<file path="src/rtl/memwb_stage_pkg.sv">
// Shared types for the M->W stage: data-bus payloads, hold FSM states, error bit positions.
package memwb_stage_pkg;

    localparam int unsigned DATA_W = 32;
    localparam int unsigned REG_W  = 5;
    localparam int unsigned ERR_W  = 12;
    localparam int unsigned STRB_W = DATA_W / 8;

    localparam int unsigned ERR_ADEL = 5;
    localparam int unsigned ERR_ADES = 4;

    typedef struct packed {
        logic              valid;
        logic [DATA_W-1:0] addr;
        logic [2:0]        size;
        logic [STRB_W-1:0] strobe;
        logic [DATA_W-1:0] data;
    } dbus_req_t;

    typedef struct packed {
        logic              addr_ok;
        logic              data_ok;
        logic [DATA_W-1:0] data;
    } dbus_resp_t;

    typedef enum logic [1:0] {
        IDLE      = 2'd0,
        WAIT_ADDR = 2'd1,
        WAIT_DATA = 2'd2,
        DRAIN     = 2'd3
    } memwb_state_t;

endpackage

</file>
<file path="src/rtl/memwb_stage_dbus_hold.sv">
// Data-bus handshake owner: keeps a request stable until accepted, waits for its data,
// drains accesses squashed by a flush, and holds the last read data for the frozen M stage.
module memwb_stage_dbus_hold
    import memwb_stage_pkg::*;
(
    input  logic       clk,
    input  logic       resetn,
    input  logic       flush,
    input  dbus_req_t  req_m,
    input  dbus_resp_t dresp,
    output dbus_req_t  dreq_c,
    output dbus_resp_t resp_c,
    output logic       stall_c,
    output logic       squash_c
);

    memwb_state_t      state;
    dbus_req_t         req_q;
    logic              flushed_q;
    logic [DATA_W-1:0] hold_q;
    logic              complete_c;

    // Bus-facing decode: request shown to the bus, completion, freeze and squash of the access
    always_comb begin
        dreq_c       = req_q;
        dreq_c.valid = 1'b0;
        complete_c   = 1'b0;
        stall_c      = 1'b0;
        squash_c     = 1'b0;
        unique case (state)
            IDLE: begin
                dreq_c     = req_m;
                complete_c = req_m.valid & dresp.addr_ok & dresp.data_ok;
                stall_c    = req_m.valid & ~complete_c;
            end
            WAIT_ADDR: begin
                dreq_c.valid = 1'b1;
                complete_c   = dresp.addr_ok & dresp.data_ok;
                stall_c      = ~complete_c;
                squash_c     = flushed_q;
            end
            WAIT_DATA: begin
                complete_c = dresp.data_ok;
                stall_c    = ~complete_c;
            end
            DRAIN: begin
                stall_c = 1'b1;
            end
        endcase
        resp_c      = dresp;
        resp_c.data = complete_c ? dresp.data : hold_q;
    end

    // Handshake FSM, request latch, pending-flush flag and read-data hold register
    always_ff @(posedge clk) begin
        if (!resetn) begin
            state     <= IDLE;
            req_q     <= '0;
            flushed_q <= 1'b0;
            hold_q    <= '0;
        end else begin
            if (complete_c) begin
                hold_q <= dresp.data;
            end
            unique case (state)
                IDLE: begin
                    if (req_m.valid) begin
                        req_q <= req_m;
                        if (dresp.addr_ok && !dresp.data_ok) begin
                            state <= flush ? DRAIN : WAIT_DATA;
                        end else if (!dresp.addr_ok && !flush) begin
                            state <= WAIT_ADDR;
                        end
                    end
                end
                WAIT_ADDR: begin
                    flushed_q <= flushed_q | flush;
                    if (dresp.addr_ok) begin
                        flushed_q <= 1'b0;
                        if (dresp.data_ok) begin
                            state <= IDLE;
                        end else if (flushed_q || flush) begin
                            state <= DRAIN;
                        end else begin
                            state <= WAIT_DATA;
                        end
                    end
                end
                WAIT_DATA: begin
                    if (dresp.data_ok) begin
                        state <= IDLE;
                    end else if (flush) begin
                        state <= DRAIN;
                    end
                end
                DRAIN: begin
                    if (dresp.data_ok) begin
                        state <= IDLE;
                    end
                end
            endcase
        end
    end

endmodule

</file>
<file path="src/rtl/memwb_stage.sv">
// M->W pipeline stage: drives the data-bus handshake and registers M results into W.
module memwb_stage
    import memwb_stage_pkg::*;
(
    input  logic              clk,
    input  logic              resetn,
    input  logic              flush,
    input  logic              regwrite_m,
    input  logic              memtoreg_m,
    input  logic [REG_W-1:0]  rd_m,
    input  logic [DATA_W-1:0] ALUout_m,
    input  logic [DATA_W-1:0] ReadData_m,
    input  logic [ERR_W-1:0]  error_m,
    input  logic [DATA_W-1:0] BadVaddr_m,
    input  dbus_req_t         req_m,
    output dbus_req_t         dreq,
    input  dbus_resp_t        dresp,
    output dbus_resp_t        resp_m,
    output logic              stall_m,
    output logic              regwrite_w,
    output logic              memtoreg_w,
    output logic [REG_W-1:0]  rd_w,
    output logic [DATA_W-1:0] ALUout_w,
    output logic [DATA_W-1:0] ReadData_w,
    output logic [DATA_W-1:0] BadVaddr_w,
    output logic [ERR_W-1:0]  error_w
);

    logic stall_c;
    logic squash_c;
    logic load_w;

    memwb_stage_dbus_hold u_hold (
        .clk      (clk),
        .resetn   (resetn),
        .flush    (flush),
        .req_m    (req_m),
        .dresp    (dresp),
        .dreq_c   (dreq),
        .resp_c   (resp_m),
        .stall_c  (stall_c),
        .squash_c (squash_c)
    );

    assign stall_m = stall_c;
    // A squashed access can complete without stalling; it still must not reach W.
    assign load_w  = ~stall_c & ~flush & ~squash_c;

    // W register: load M results when M advances, otherwise insert a bubble keeping data fields
    always_ff @(posedge clk) begin
        if (!resetn) begin
            regwrite_w <= 1'b0;
            memtoreg_w <= 1'b0;
            rd_w       <= '0;
            ALUout_w   <= '0;
            ReadData_w <= '0;
            BadVaddr_w <= '0;
            error_w    <= '0;
        end else if (load_w) begin
            regwrite_w <= regwrite_m;
            memtoreg_w <= memtoreg_m;
            rd_w       <= rd_m;
            ALUout_w   <= ALUout_m;
            ReadData_w <= ReadData_m;
            BadVaddr_w <= BadVaddr_m;
            error_w    <= error_m;
        end else begin
            regwrite_w <= 1'b0;
            memtoreg_w <= 1'b0;
            rd_w       <= '0;
            error_w    <= '0;
        end
    end

endmodule
</file>
<file path="config.mk">
export PLATFORM = sky130hd
export DESIGN_NAME = memwb_stage
export DESIGN_NICKNAME = d
export VERILOG_FILES = /design/src/rtl/memwb_stage_pkg.sv /design/src/rtl/memwb_stage_dbus_hold.sv /design/src/rtl/memwb_stage.sv
export SDC_FILE = /design/constraint.sdc
export NUM_CORES = 1
export LEC_CHECK = 0
export CORE_AREA = 5 5 171 173
export CTS_CLUSTER_SIZE = 28
export DETAILED_ROUTE_END_ITERATION = 8
export DIE_AREA = 0 0 176 178
export PLACE_DENSITY = 0.69
export SLEW_MARGIN = 20
export SYNTH_ARGS = -nofsm -noshare
export SYNTH_HDL_FRONTEND = slang
export SYNTH_SLANG_ARGS = --single-unit
</file>
<file path="constraint.sdc">
create_clock -name clk -period 1.85 [get_ports clk]
set_input_delay 0.2775 -clock clk [delete_from_list [all_inputs] [get_ports clk]]
set_output_delay 0.2775 -clock clk [all_outputs]
set_load 0.02 [all_outputs]
</file>
# After elaboration in Yosys (flattened, before gate mapping)

Index checks and enable logic that the tools add are counted.
Widths: inputs -> output; s select.

Bits in registers: 221
Bits of input ports: 224
Word-level logic and storage cells: 63

Eq/ne operators: 8
Muxes and demuxes: 18
Bitwise gates (word level): 13
Reduce and logical (&&, ||, !) cells: 10

Operators with widths:

| kind               | count |
|---|---|
| $mux 71            | 1 |
| $mux 32            | 1 |
| $mux 2             | 8 |
| $pmux 2 s4         | 1 |
| $and 1x1->1        | 6 |
| $ne 2x2->1 const B | 3 |
| $not 1->1          | 6 |
| $reduce_and 5->1   | 1 |
| $eq 2x2->1 const B | 2 |
| $mux 1             | 4 |
| $pmux 1 s4         | 1 |
| $reduce_and 2->1   | 2 |
| $logic_not 1->1    | 3 |
| $ne 3x1->1 const B | 1 |
| $ne 3x3->1 const B | 1 |
| $pmux 1 s3         | 1 |
| $eq 2x1->1 const B | 1 |
| $logic_and 1x1->1  | 2 |
| $logic_not 2->1    | 1 |
| $pmux 1 s2         | 1 |
| $logic_or 1x1->1   | 1 |
| $or 1x1->1         | 1 |

# Depth between registers and ports, before layout

Depth after elaboration: 9
Depth in mapped cells: 8
Depth with buffers taken out: 4

# Modules after synthesis

A second synthesis with hierarchy kept.

Cell total of the unflattened synthesis: 1053
Area, all modules: 9586.7 µm²

By module, submodules not included:

| module                | instances | cells an instance | area an instance (µm²) |
|---|---|---|---|
| memwb_stage_dbus_hold | 1         | 594               | 5201.2 |
| memwb_stage           | 1         | 459               | 4385.5 |

# Worst setup path after synthesis

No wires, ideal clock.

Path type: reg2out
Start: register u_hold.state[1]
End: output dreq[0] in the netlist's numbering
Arrival: 1.464 ns
Slack: 0.108 ns
Stages on the path, launching flop included: 6
Buffers on the path: 3
Cell sequence: dfxtp_1 > buf_2 > nor2_1 > clkbuf_1 > buf_2 > mux2_2

RTL lines:

| item                   | RTL line                    | RTL |
|---|---|---|
| start, declared        | memwb_stage_dbus_hold.sv:17 | `memwb_state_t state;` |
| start signal, assigned | memwb_stage_dbus_hold.sv:70 | `state <= flush ? DRAIN : WAIT_DATA;` |
| end, declared          | memwb_stage.sv:16           | `output dbus_req_t dreq,` |

==> metrics.cfg <==
[run_status]
status = complete, but fails checks
violations = setup timing

[critical_path]
cpMaxStageDelayCell = dfxtp_2
cp.required_ns = 1.57
critPathCaptureType = output port
crit_arrival_ns = 2.05
cp_max_fo = 7
cpMostUsedCell = buf_12
critical-path-top-delay-family = buffers and inverters
crit_chain = buf_6, nor2_4, buf_12, buf_12, buf_4, mux2_2, buf_2
r2r_slack_ns = -0.03
rr_startpoint = u_hold.state[0]$_SDFFE_PN0P_
endpoint = dreq[59]
crit_buf_inv = 5
r2r_cells = 10
r2r-end = u_hold.req_q[25]$_SDFFE_PN0P_
critical_path_depth = 7
path_class = register to output port
cp-start-kind = register
crit_start = u_hold.state[0]$_SDFFE_PN0P_
cpPeakStageDelay_ns = 0.33

[sta]
tns_ns = -41.81
drv_slew = 0
skew_ns = 0.0129
final-hold-violation-count = 0
postLayoutSetupSlackWorst_ns = -0.474
slew_headroom_pct = 73.9
grt_setup_unrepaired = true
setup_viol = 119
tightestPinTransition_ns = 0.392
min_period_ns = 2.32
finalCritPeriodShare_pct = 126
max_freq_ghz = 0.430

[placement]
dp_hpwl_um = 22000
portBuffers = 445
placed_cells = 1744
gp_congestion = 0.780
dpl_cell_area_sq_um = 14100

[cells_and_area]
areaGrowthSynthToFinish_pct = 81.9
drive_above_1_share_pct = 26.2
nets = 1706
fin_area_sq_um = 16500
stdcell_count = 1846

[die]
core_sq_um = 27500
io_pins = 446
start_util_pct = 33.0
dieArea_sq_um = 31300
die-height_um = 178
die_w_um = 176
rows = 61

[grt]
grt_first_pass_wirelength_um = 46400
grt_usage_pct = 18.4
overflow = 0
grt_pass1_vias = 8430
antenna_found_initial = 1
grt_max_degree = 74

[synth]
synth.avg_cell_area_sq_um = 9.20
syn_nets = 1209
syn-instance-count = 985
post_synth_fa_ha_maj_area_fraction_pct = 0
synth_cell_types = 30
netlist_area_sq_um = 9060
synth-compound-area-share_pct = 4.90
synth_mux_area_share_pct = 23.5
ys_warn_count = 0
seq_area_frac_synth_pct = 48.8
synth_top_family_by_area = multiplexers
synthXorXnorAreaFrac_pct = 0
synth-simple-area-share_pct = 18.3
ys_ff_latch = 221

[power_and_ir_drop]
power_frac_seq_pct = 34.3
p_int_mw = 11.1
power_frac_clock_pct = 33.3
powerDensity_nw_per_um2 = 937
p_switching_mw = 4.33
p_leak_nw = 7.04
sw_frac_of_total_pct = 28.0
p_comb_share_pct = 32.5
peakVddDrop_uv = 621
finalPower_mw = 15.4

[clock_tree]
h-tree-depth = 1
clkTransAtPathRegs_ns = 0.06
numCtsBuffers = 24
cts_tree = done
clock_latency_ns = 0.52
clockRootBuffer = clkbuf_16
ctsHoldBuffers = 0
clock_path_buffers = 3
cts_sinks = 221

[routing]
vias = 8715
postRouteAntennaNets = 0
drtIter0Drc = 379
routedWlPerCell_um = 18.4
drc = 0
dr.pass1.iters = 5
wl_um = 33900
via_per_inst = 4.72

[min_path]
hold_class = primary input to register

[run]
maxCapViolCount = 0

cell type report:
class,count,area [sq um]
Inverter,2,7.51
Multi-Input combinational cell,687,4740
Antenna cell,1,2.50
Clock inverter,8,140
Clock buffer,35,703
Timing Repair Buffer,546,6030
Sequential cell,221,4430
Fill cell,2238,11000
Tap cell,346,433
power by group through the flow:
stage	clock network, mW	logic [mW]	registers, mW
after floorplan	0	1.77	5.57
after global placement	0	3.95	5.36
after detailed placement	0	3.96	5.38
after CTS	5.27	4.18	5.28
after global routing	5.47	5.26	5.33
final	5.14	5.01	5.29
logic make-up after synthesis:
kind of cell / after synthesis
buffers and inverters: 79
AOI/OAI and AO/OA: 83
DFF: 221
muxes: 200
and+or+nand+nor: 402
registers in the layout (all words and copies together) (netlist names), 2 cells and up:
signal and cells:
u_hold.hold_q 32, ALUout_w 32, u_hold.req_q 71, ReadData_w 32, BadVaddr_w 32, u_hold.state 2, error_w 12, rd_w 5
layout by cell type, fill, tap and decap left out, types with 2 or more instances in the layout:
| master | synthesis | routed |
|---|---|---|
| nand2_1 | 337 | 323 |
| clkbuf_16 | 0 | 41 |
| buf_4 | 7 | 28 |
| dfxtp_1 | 221 | 219 |
| and2_4 | 0 | 2 |
| clkbuf_1 | 50 | 6 |
| bufinv_16 | 0 | 4 |
| mux2_4 | 0 | 90 |
| buf_12 | 0 | 17 |
| o21a_1 | 2 | 2 |
| clkbuf_8 | 0 | 4 |
| and2_1 | 33 | 32 |
| o21ai_0 | 3 | 3 |
| buf_6 | 1 | 120 |
| and3_1 | 19 | 19 |
| dlygate4sd2_1 | 0 | 4 |
| a21oi_1 | 72 | 52 |
| mux2_2 | 97 | 13 |
| buf_16 | 0 | 6 |
| buf_2 | 13 | 13 |
| mux2i_1 | 97 | 97 |
| buf_8 | 5 | 7 |
| a21oi_2 | 0 | 20 |
| clkdlybuf4s50_1 | 0 | 335 |
| clkinv_2 | 0 | 4 |
| nand2_2 | 0 | 14 |
| nor2_1 | 6 | 5 |
what timing repair did:
item                       CTS  global route
setup endpoints to repair  216           227
setup buffers               20            17
cloned                       3            20
resized for setup          577           210
pin swaps                    3             4
metal layers:
layer / global-route usage [%] / part of all wire, % / up-vias
met5: 0 / 0 / -
met4: 5.30 / 2.5 / 0
met3: 7.78 / 9.7 / 47
met2: 32.1 / 50 / 337
met1: 20.5 / 37 / 4087
li1: - / - / 4244
how the worst min path moves through the flow:
stage	start	end	slack (ns)	cells after the start
after floorplan	dresp[32]	u_hold.state[1]$_SDFFE_PN0P_	0.36	1
after global placement	u_hold.req_q[62]$_SDFFE_PN0P_	u_hold.req_q[62]$_SDFFE_PN0P_	0.44	2
after detailed placement	u_hold.req_q[51]$_SDFFE_PN0P_	u_hold.req_q[51]$_SDFFE_PN0P_	0.45	2
after CTS	resetn	ALUout_w[4]$_SDFFE_PN0P_	0.13	3
after global routing	resetn	ALUout_w[4]$_SDFFE_PN0P_	0.16	3
final	resetn	ALUout_w[15]$_SDFFE_PN0P_	0.16	3
Yosys cell counts, drive strengths merged:
cell type    n  area, sq um
mux2       103         1160
nand2b       1         6.26
o2111ai      1         8.76
buf         26          204
o211ai       1         12.5
inv          2         7.50
clkbuf      51          193
a211oi       2         15.0
nand3        1         5.00
and3        19          119
nand2      337         1260
o21a         2         15.0
nor3         1         5.00
dfxtp      221         4420
nor2         6         22.5
nand3b       1         7.51
mux2i       97          971
a21oi       72          360
nor2b        2         12.5
nor4b        1         8.76
a32oi        1         8.76
and2        33          206
a2bb2oi      1         8.76
o21ai        3         15.0
worst min-delay path, cell delays in order:
cell and delay [ns]:
buf_6 0.17, nand2_1 0.10, mux2i_1 0.05
metrics by stage:
stage,setup WS (ns),hold slack [ns],util [%]
after global routing,-0.550,0.160,60.0
final,-0.474,0.160,60.0
after CTS,-0.521,0.130,55.3
after detailed placement,-0.780,0.445,51.4
after floorplan,0.108,0.357,-
after global placement,-0.778,0.439,51.4
(Power assumes the default switching activity.)
